File: config.mk
export PLATFORM = sky130hd
export DESIGN_NAME = ysyx_23060111_wbu
export DESIGN_NICKNAME = d
export VERILOG_FILES = /design/src/rtl/ysyx_23060111_wbu_pkg.sv /design/src/rtl/ysyx_23060111_ldfmt.sv /design/src/rtl/ysyx_23060111_wbu.sv
export SDC_FILE = /design/constraint.sdc
export NUM_CORES = 1
export LEC_CHECK = 0
export CAP_MARGIN = 20
export CELL_PAD_IN_SITES_DETAIL_PLACEMENT = 0
export CELL_PAD_IN_SITES_GLOBAL_PLACEMENT = 1
export CORE_MARGIN = 5
export CORE_UTILIZATION = 33
export DETAILED_ROUTE_END_ITERATION = 10
export MAX_ROUTING_LAYER = met4
export PLACE_DENSITY = 0.83
export SLEW_MARGIN = 20
export SYNTH_ARGS = -nofsm -noshare
export SYNTH_HDL_FRONTEND = slang
export SYNTH_SLANG_ARGS = --single-unit
File: constraint.sdc
create_clock -name clk -period 4.24 [get_ports clk]
set_clock_uncertainty 0.2 [all_clocks]
set_input_delay 0.848 -clock clk [delete_from_list [all_inputs] [get_ports clk]]
set_output_delay 0.848 -clock clk [all_outputs]
set_load 0.005 [all_outputs]
File: src/rtl/ysyx_23060111_wbu_pkg.sv
// Shared definitions for the write-back path: FSM state encoding and load funct3 codes.
// The LSU and decoder use the same constants.
package ysyx_23060111_wbu_pkg;

  typedef enum logic [1:0] {
    WBU_IDLE     = 2'd0,
    WBU_WAIT_MEM = 2'd1,
    WBU_COMMIT   = 2'd2
  } wbu_state_e;

  localparam logic [2:0] F3_LB  = 3'b000;
  localparam logic [2:0] F3_LH  = 3'b001;
  localparam logic [2:0] F3_LW  = 3'b010;
  localparam logic [2:0] F3_LBU = 3'b100;
  localparam logic [2:0] F3_LHU = 3'b101;

endpackage

File: src/rtl/ysyx_23060111_ldfmt.sv
// Load data formatter. It picks the addressed byte or halfword from an aligned word,
// applies sign or zero extension, and flags misaligned or unknown-width loads.
module ysyx_23060111_ldfmt
  import ysyx_23060111_wbu_pkg::*;
(
  input  logic [1:0]  addr_lo,
  input  logic [2:0]  funct3,
  input  logic [31:0] rdata,
  output logic [31:0] data,
  output logic        err
);

  logic [7:0]  sel_byte;
  logic [15:0] sel_half;

  always_comb begin
    unique case (addr_lo)
      2'd0:    sel_byte = rdata[7:0];
      2'd1:    sel_byte = rdata[15:8];
      2'd2:    sel_byte = rdata[23:16];
      default: sel_byte = rdata[31:24];
    endcase
    sel_half = addr_lo[1] ? rdata[31:16] : rdata[15:0];
  end

  always_comb begin
    data = rdata;
    err  = 1'b0;
    unique case (funct3)
      F3_LB:  data = {{24{sel_byte[7]}}, sel_byte};
      F3_LBU: data = {24'd0, sel_byte};
      F3_LH: begin
        data = {{16{sel_half[15]}}, sel_half};
        err  = addr_lo[0];
      end
      F3_LHU: begin
        data = {16'd0, sel_half};
        err  = addr_lo[0];
      end
      F3_LW:  err = (addr_lo != 2'd0);
      default: err = 1'b1;
    endcase
  end

endmodule

File: src/rtl/ysyx_23060111_wbu.sv
// Write-back unit: accepts one retired instruction, performs the load read if needed,
// then writes the register file and signals commit for one cycle.
module ysyx_23060111_wbu
  import ysyx_23060111_wbu_pkg::*;
#(
  parameter int ADDR_WIDTH = 5,
  parameter int DATA_WIDTH = 32
) (
  input  logic                  clk,
  input  logic                  rst,
  input  logic                  in_valid,
  output logic                  in_ready,
  input  logic [ADDR_WIDTH-1:0] in_rd,
  input  logic                  in_is_load,
  input  logic [2:0]            in_funct3,
  input  logic [DATA_WIDTH-1:0] in_result,
  input  logic [DATA_WIDTH-1:0] in_pc,
  output logic                  mem_ren,
  output logic [DATA_WIDTH-1:0] mem_raddr,
  input  logic                  mem_rvalid,
  input  logic [DATA_WIDTH-1:0] mem_rdata,
  output logic                  rf_wen,
  output logic [ADDR_WIDTH-1:0] rf_waddr,
  output logic [DATA_WIDTH-1:0] rf_wdata,
  output logic                  commit,
  output logic [DATA_WIDTH-1:0] commit_pc,
  output logic                  load_err
);

  wbu_state_e            state_q, state_d;
  logic [ADDR_WIDTH-1:0] rd_q, rd_d;
  logic [2:0]            funct3_q, funct3_d;
  logic [DATA_WIDTH-1:0] addr_q, addr_d;
  logic [DATA_WIDTH-1:0] pc_q, pc_d;
  logic [DATA_WIDTH-1:0] data_q, data_d;
  logic                  err_q, err_d;
  logic                  mem_ren_q, mem_ren_d;

  logic [DATA_WIDTH-1:0] fmt_data;
  logic                  fmt_err;

  ysyx_23060111_ldfmt u_ldfmt (
    .addr_lo (addr_q[1:0]),
    .funct3  (funct3_q),
    .rdata   (mem_rdata),
    .data    (fmt_data),
    .err     (fmt_err)
  );

  always_comb begin
    state_d   = state_q;
    rd_d      = rd_q;
    funct3_d  = funct3_q;
    addr_d    = addr_q;
    pc_d      = pc_q;
    data_d    = data_q;
    err_d     = err_q;
    mem_ren_d = 1'b0;
    unique case (state_q)
      WBU_IDLE: begin
        if (in_valid) begin
          rd_d      = in_rd;
          funct3_d  = in_funct3;
          addr_d    = in_result;
          pc_d      = in_pc;
          data_d    = in_result;
          err_d     = 1'b0;
          mem_ren_d = in_is_load;
          state_d   = in_is_load ? WBU_WAIT_MEM : WBU_COMMIT;
        end
      end
      WBU_WAIT_MEM: begin
        // Errored loads still wait for the read so the memory side stays in step.
        if (mem_rvalid) begin
          data_d  = fmt_data;
          err_d   = fmt_err;
          state_d = WBU_COMMIT;
        end
      end
      WBU_COMMIT: state_d = WBU_IDLE;
      default:    state_d = WBU_IDLE;
    endcase
  end

  always_ff @(posedge clk or posedge rst) begin
    if (rst) begin
      state_q   <= WBU_IDLE;
      rd_q      <= '0;
      funct3_q  <= '0;
      addr_q    <= '0;
      pc_q      <= '0;
      data_q    <= '0;
      err_q     <= 1'b0;
      mem_ren_q <= 1'b0;
    end else begin
      state_q   <= state_d;
      rd_q      <= rd_d;
      funct3_q  <= funct3_d;
      addr_q    <= addr_d;
      pc_q      <= pc_d;
      data_q    <= data_d;
      err_q     <= err_d;
      mem_ren_q <= mem_ren_d;
    end
  end

  assign in_ready  = (state_q == WBU_IDLE);
  assign mem_ren   = mem_ren_q;
  assign mem_raddr = {addr_q[DATA_WIDTH-1:2], 2'b00};
  assign commit    = (state_q == WBU_COMMIT);
  assign load_err  = commit && err_q;
  assign rf_wen    = commit && !err_q && (rd_q != '0);
  assign rf_waddr  = rd_q;
  assign rf_wdata  = data_q;
  assign commit_pc = pc_q;

endmodule

Yosys cells after proc, flatten, opt, wreduce, memory -nomap -nowiden
Cells that the tools add are included.

Flip-flop bits (word level): 108. Latch bits: 0. Bits in writable memories: 0. Memory bits (read-only): 0. Input bits: 109. Output and inout port bits: 106. Logic and storage cells: 49. Memories kept: 0.

Add/sub/neg operators: 0. Multiply operators: 0. Divide/modulo/power cells: 0. $lt $le $gt $ge: 0. Equality and inequality tests: 10. Shifts and indexed selects: 0. Multiplexer cells: 16. Bitwise gates (word level): 0. Reductions and logical operators: 15.

Operators with widths (count): 32-bit one-hot mux with 4 select lines (1); 32-bit two-way mux (2); 32-bit one-hot mux with 2 select lines (1); 8-bit one-hot mux with 3 select lines (1); 16-bit two-way mux (1); 3-bit == test (second input constant) (2); 2-bit two-way mux (3); 5-bit nonzero test (1); 2-bit by 1-bit == test with 1-bit output (second input constant) (2); 2-bit == test (second input constant) (2); 2-bit zero test (2); 1-bit two-way mux (4); 2-bit inequality test (second input constant) (2); 2-bit one-hot mux with 2 select lines (1); 2-bit AND reduction (2); 2-bit nonzero test (2); 2-bit OR reduction (2); 3-bit by 1-bit == test with 1-bit output (second input constant) (1); 3-bit by 2-bit == test with 1-bit output (second input constant) (1); 1-bit logical AND (3); 3-bit zero test (1); 1-bit one-hot mux with 3 select lines (1); 3-bit AND reduction (1); 1-bit one-hot mux with 2 select lines (1); 1-bit zero test (1).

Longest topological paths before layout
Depth in word-level cells: 5. Mapped depth: 7.

Hierarchy
Synthesis repeated with hierarchy kept, for this count alone.

Cells, all modules: 408. Area, all modules: 5484.0 sq um.

Modules (own cells, without submodules): ysyx_23060111_wbu (times used 1, cells each 311, area an instance 4690.7 sq um, seq. area each 2702.6 sq um); ysyx_23060111_ldfmt (times used 1, cells each 97, area an instance 793.3 sq um, seq. area each 0.0 sq um).

Worst setup path after synthesis
Ideal clock, no wire load.

Kind: in2reg. Start point: input mem_rvalid. End point: register pc_q[0], in the netlist commit_pc[0]. Arrival: 1.945 ns. Setup slack: 1.967 ns. Cell stages on the path: 7. Buffers on the path: 3. Cells stage by stage: mux2i_1 or2_1 buf_6 nor2_8 buf_6 buf_6 mux2_1.

RTL lines: from (decl) (RTL line ysyx_23060111_wbu.sv:20) `input logic mem_rvalid,`; to (signal assigned) (RTL line ysyx_23060111_wbu.sv:100) `pc_q <= pc_d;`; to (decl) (RTL line ysyx_23060111_wbu.sv:34) `logic [DATA_WIDTH-1:0] pc_q, pc_d;`.

Worst setup path in the final report
Start point: register rd_q[0], in the netlist rf_waddr[0]. End point: output rf_wen.

Word-level cells in the longest chain between the ends: 2.

Ends and longest elaborated chain: from (decl) (RTL line ysyx_23060111_wbu.sv:31) `logic [ADDR_WIDTH-1:0] rd_q, rd_d;`; from (signal assigned) (RTL line ysyx_23060111_wbu.sv:97) `rd_q <= rd_d;`; 5-bit nonzero test (RTL line ysyx_23060111_wbu.sv:112) `assign rf_wen = commit && !err_q && (rd_q != '0);`; 1-bit logical AND (RTL line ysyx_23060111_wbu.sv:112); to (decl) (RTL line ysyx_23060111_wbu.sv:22) `output logic rf_wen,`.

No other way between the ends.

==> metrics.txt <==
area share of fa/ha/maj cells after synthesis=0%; Period minus WS final=2.902 ns; ANT nets after route=0; Final setup viols=0; CP delay by family, top=simple AND/OR/NAND/NOR gates; Final WS setup=1.338 ns; Core ar.=between 0.015 and 0.02 mm^2; port buffer count=212; Compound-Gate Fraction of Synth Area=~12%; maximum net fanout on the critical path=3; Sw Share=31.91%; placed wire-length estimate=12.33 mm; IO Pins=215; max_cap viols=0; final instance area=0.007555 mm^2; relative slew slack=about two fifths; pwr/cell area=669.9 mW/mm^2; fmax=344.6 MHz; Post-DP Area=roughly 0.0073 mm^2; detailed-route wire length=16.01 mm; post-synthesis simple-gate area fraction=9.176%; synthesis-stage register bit count=around 110; Vias per Instance=4.901; first-pass GRT wire length=between 20 and 25 mm; vias in the first global route=4,421; combinational share of power=45.8%; P_sw=~0.0016 W; final net count=732; initial antenna violation count=0; Crit path largest cell delay=0.52 ns; crit start category=register; full die area=approximately 0.018 mm^2; Hold Crit Class=register to register; Seq/Total Area, Yosys=52.02%; clock insertion delay at the later pin of the skew report=0.34 ns; mux share of post-synthesis cell area=18.06%; Vias=roughly 4k; Fillers=1,402; Area growth syn-to-layout=45.42%; XOR/XNOR Fraction of Synth Area=0%; RSZ-0062 raised after global routing=false; gr usage total=17.80%; critical path class=register to output port; cts hold-fix bufs=0; pre-CTS setup slack=1.023 ns; gpl congestion=0.8544; Slowest-stage cell, CP=or4_1; Slew Limit Fails=0; Mean Syn Cell Area=11.52 um^2; Crit. End Element=output port; Initial DRT Pass Iterations=4; synthesized cell area=around 0.0052 mm^2; ANT cells=0; yosys warns=0; H-Tree Depth=3; clk sinks=between 100 and 150; Post CTS Setup Buffer Count=0; leakage power=3.033 nW; # rows=45; maximum clock insertion buffer count=2; number of buffers created by CTS=9; CP bufs+invs=1; drt drc=0; Netlist cell types=42; Initial Utilization=33.92%; Post-Syn Instances=451; CP arrival=around 1.9 ns; iteration-0 DRC count of the detailed router=264; Int Pwr=0.003446 W; total congestion overflow=0; share of power burned in registers=38.1%; height of the die=135.5 um; CTS tree=built; Root Buffer=clkbuf_16; final worst path period share=68.44%; clock network fraction of total power=16.2%; PostCTS Resize Cnt=0; final hold vios=0; Worst Max-Slew Pin Slew=0.9169 ns; Worst-path clk slew=0.07 ns; critical path, cell by cell=or4_1 > nor2_1 > nor3b_1 > clkdlybuf4s50_1; outcome=complete, no violations; layout cells sized above 1=16.08%; setup TNS=0 ns; wire per inst=19.08 um; main combinational cell family by area after synthesis=multiplexers; Worst Path Required=approximately 3.2 ns; chip width=135.5 um; largest net degree at the start of global routing=87; VDD IR-drop max=about 340 uV
==> area by class of cell <==
type / count / area (um^2) / share of cell area, %
sequential: 108 / 2703 / 35.77
timing repair buffer: 221 / 2202 / 29.15
multi-input combinational: 266 / 2026 / 26.81
clock buffer: 14 / 274.0 / 3.627
tap: 211 / 264.0 / 3.495
inverter: 17 / 68.82 / 0.9109
clock inverter: 2 / 17.52 / 0.2319
==> final timing paths <==
path                         startpoint             to  slack [ns]  depth (start not counted)
min in group asynchronous           rst  commit_pc[14]        0.84                          2
setup / recovery            rf_waddr[0]         rf_wen        1.34                          4
setup reg to reg              addr_q[1]   rf_wdata[11]        1.59                          4
hold / removal             commit_pc[1]   commit_pc[1]        0.30                          1
max in group asynchronous           rst    rf_wdata[5]        2.19                          3
hold reg to reg            commit_pc[1]   commit_pc[1]        0.30                          1
==> logic make-up after synthesis <==
| family | Yosys count |
|---|---|
| flip-flops | 108 |
| AND/OR/NAND/NOR | 100 |
| multiplexers | 83 |
| AO/OA/AOI/OAI | 81 |
| buffers and inverters | 78 |
| other | 1 |
==> placed cells by master, fill, tap and decap left out, drive strengths merged, types with 3 or more instances in the layout <==
| cell | synthesis | routed |
|---|---|---|
| o211ai | 3 | 3 |
| nand3b | 3 | 3 |
| nor2 | 36 | 36 |
| o21ai | 8 | 8 |
| nor2b | 4 | 4 |
| buf | 49 | 9 |
| a21oi | 17 | 17 |
| nand2 | 25 | 25 |
| a221o | 9 | 9 |
| o22ai | 5 | 5 |
| mux2i | 6 | 6 |
| a221oi | 13 | 13 |
| mux2 | 76 | 76 |
| clkbuf | 12 | 14 |
| nor3 | 16 | 16 |
| nand2b | 5 | 5 |
| a211oi | 16 | 16 |
| clkdlybuf4s50 | 0 | 212 |
| and2 | 3 | 3 |
| dfrtp | 108 | 108 |
| inv | 17 | 17 |
| o311ai | 3 | 3 |
==> through the flow <==
step	hold WS (ns)	instances	util (%)	power (W)
2_1_floorplan	0.2633	452	-	0.003102
3_3_place_gp	0.2735	823	47.41	0.004207
3_5_place_dp	0.2953	823	47.41	0.004287
4_1_cts	0.3132	839	49.31	0.005130
5_1_grt	0.3270	839	49.33	0.005391
6_report	0.3036	839	49.33	0.005061
==> flip-flops by register name (all words and copies together) (netlist names) <==
name and cells:
addr_q 32, commit_pc 32, err_q 1, funct3_q 3, mem_ren 1, rf_waddr 5
rf_wdata 32, state_q 2
==> power groups by stage <==
stage | sequential, W | clock [W] | combinational, W
final | 0.00193 | 0.000817 | 0.00232
after global routing | 0.00201 | 0.000893 | 0.00249
after CTS | 0.00193 | 0.000849 | 0.00235
after detailed placement | 0.00194 | 0 | 0.00234
after global placement | 0.00191 | 0 | 0.00229
after floorplan | 0.00182 | 0 | 0.00128
==> cells in the mapped netlist (all sizes together) <==
| library cell | number | area share (%) |
|---|---|---|
| and2 | 3 | 0.36 |
| clkbuf | 12 | 0.87 |
| nand2b | 5 | 0.60 |
| or3 | 1 | 0.12 |
| mux2 | 76 | 16 |
| o211ai | 3 | 0.43 |
| a211o | 2 | 0.34 |
| o22ai | 5 | 0.60 |
| o311ai | 3 | 0.51 |
| inv | 17 | 1.2 |
| buf | 49 | 7.0 |
| nor4 | 2 | 0.24 |
| and2b | 1 | 0.14 |
| or2 | 1 | 0.12 |
| dfrtp | 108 | 52 |
| a2bb2oi | 1 | 0.17 |
| and3 | 1 | 0.12 |
| a221o | 9 | 1.7 |
| a221oi | 13 | 2.2 |
| nor2 | 36 | 2.9 |
| nand2 | 25 | 1.8 |
| a211oi | 16 | 2.3 |
| o31ai | 1 | 0.14 |
| o21bai | 1 | 0.14 |
| nor3 | 16 | 1.5 |
| o21ai | 8 | 0.77 |
| o2bb2ai | 1 | 0.17 |
| conb | 1 | 0.072 |
| mux4 | 1 | 0.43 |
| a21oi | 17 | 1.9 |
| mux2i | 6 | 1.2 |
| o311a | 1 | 0.19 |
| nor3b | 1 | 0.14 |
| nor2b | 4 | 0.48 |
| or4 | 1 | 0.14 |
| nand3b | 3 | 0.43 |
==> metal layers <==
metal / GRT usage, % / wire length (um) / vias to the layer above
met2: 29.15 / 7910 / 155
li1: - / - / 1921
met4: 4.199 / 196 / 0
met1: 22.22 / 6716 / 2019
met5: - / 0 / -
met3: 4.569 / 1184 / 17
No activity file was read; power rests on OpenSTA's default activity.
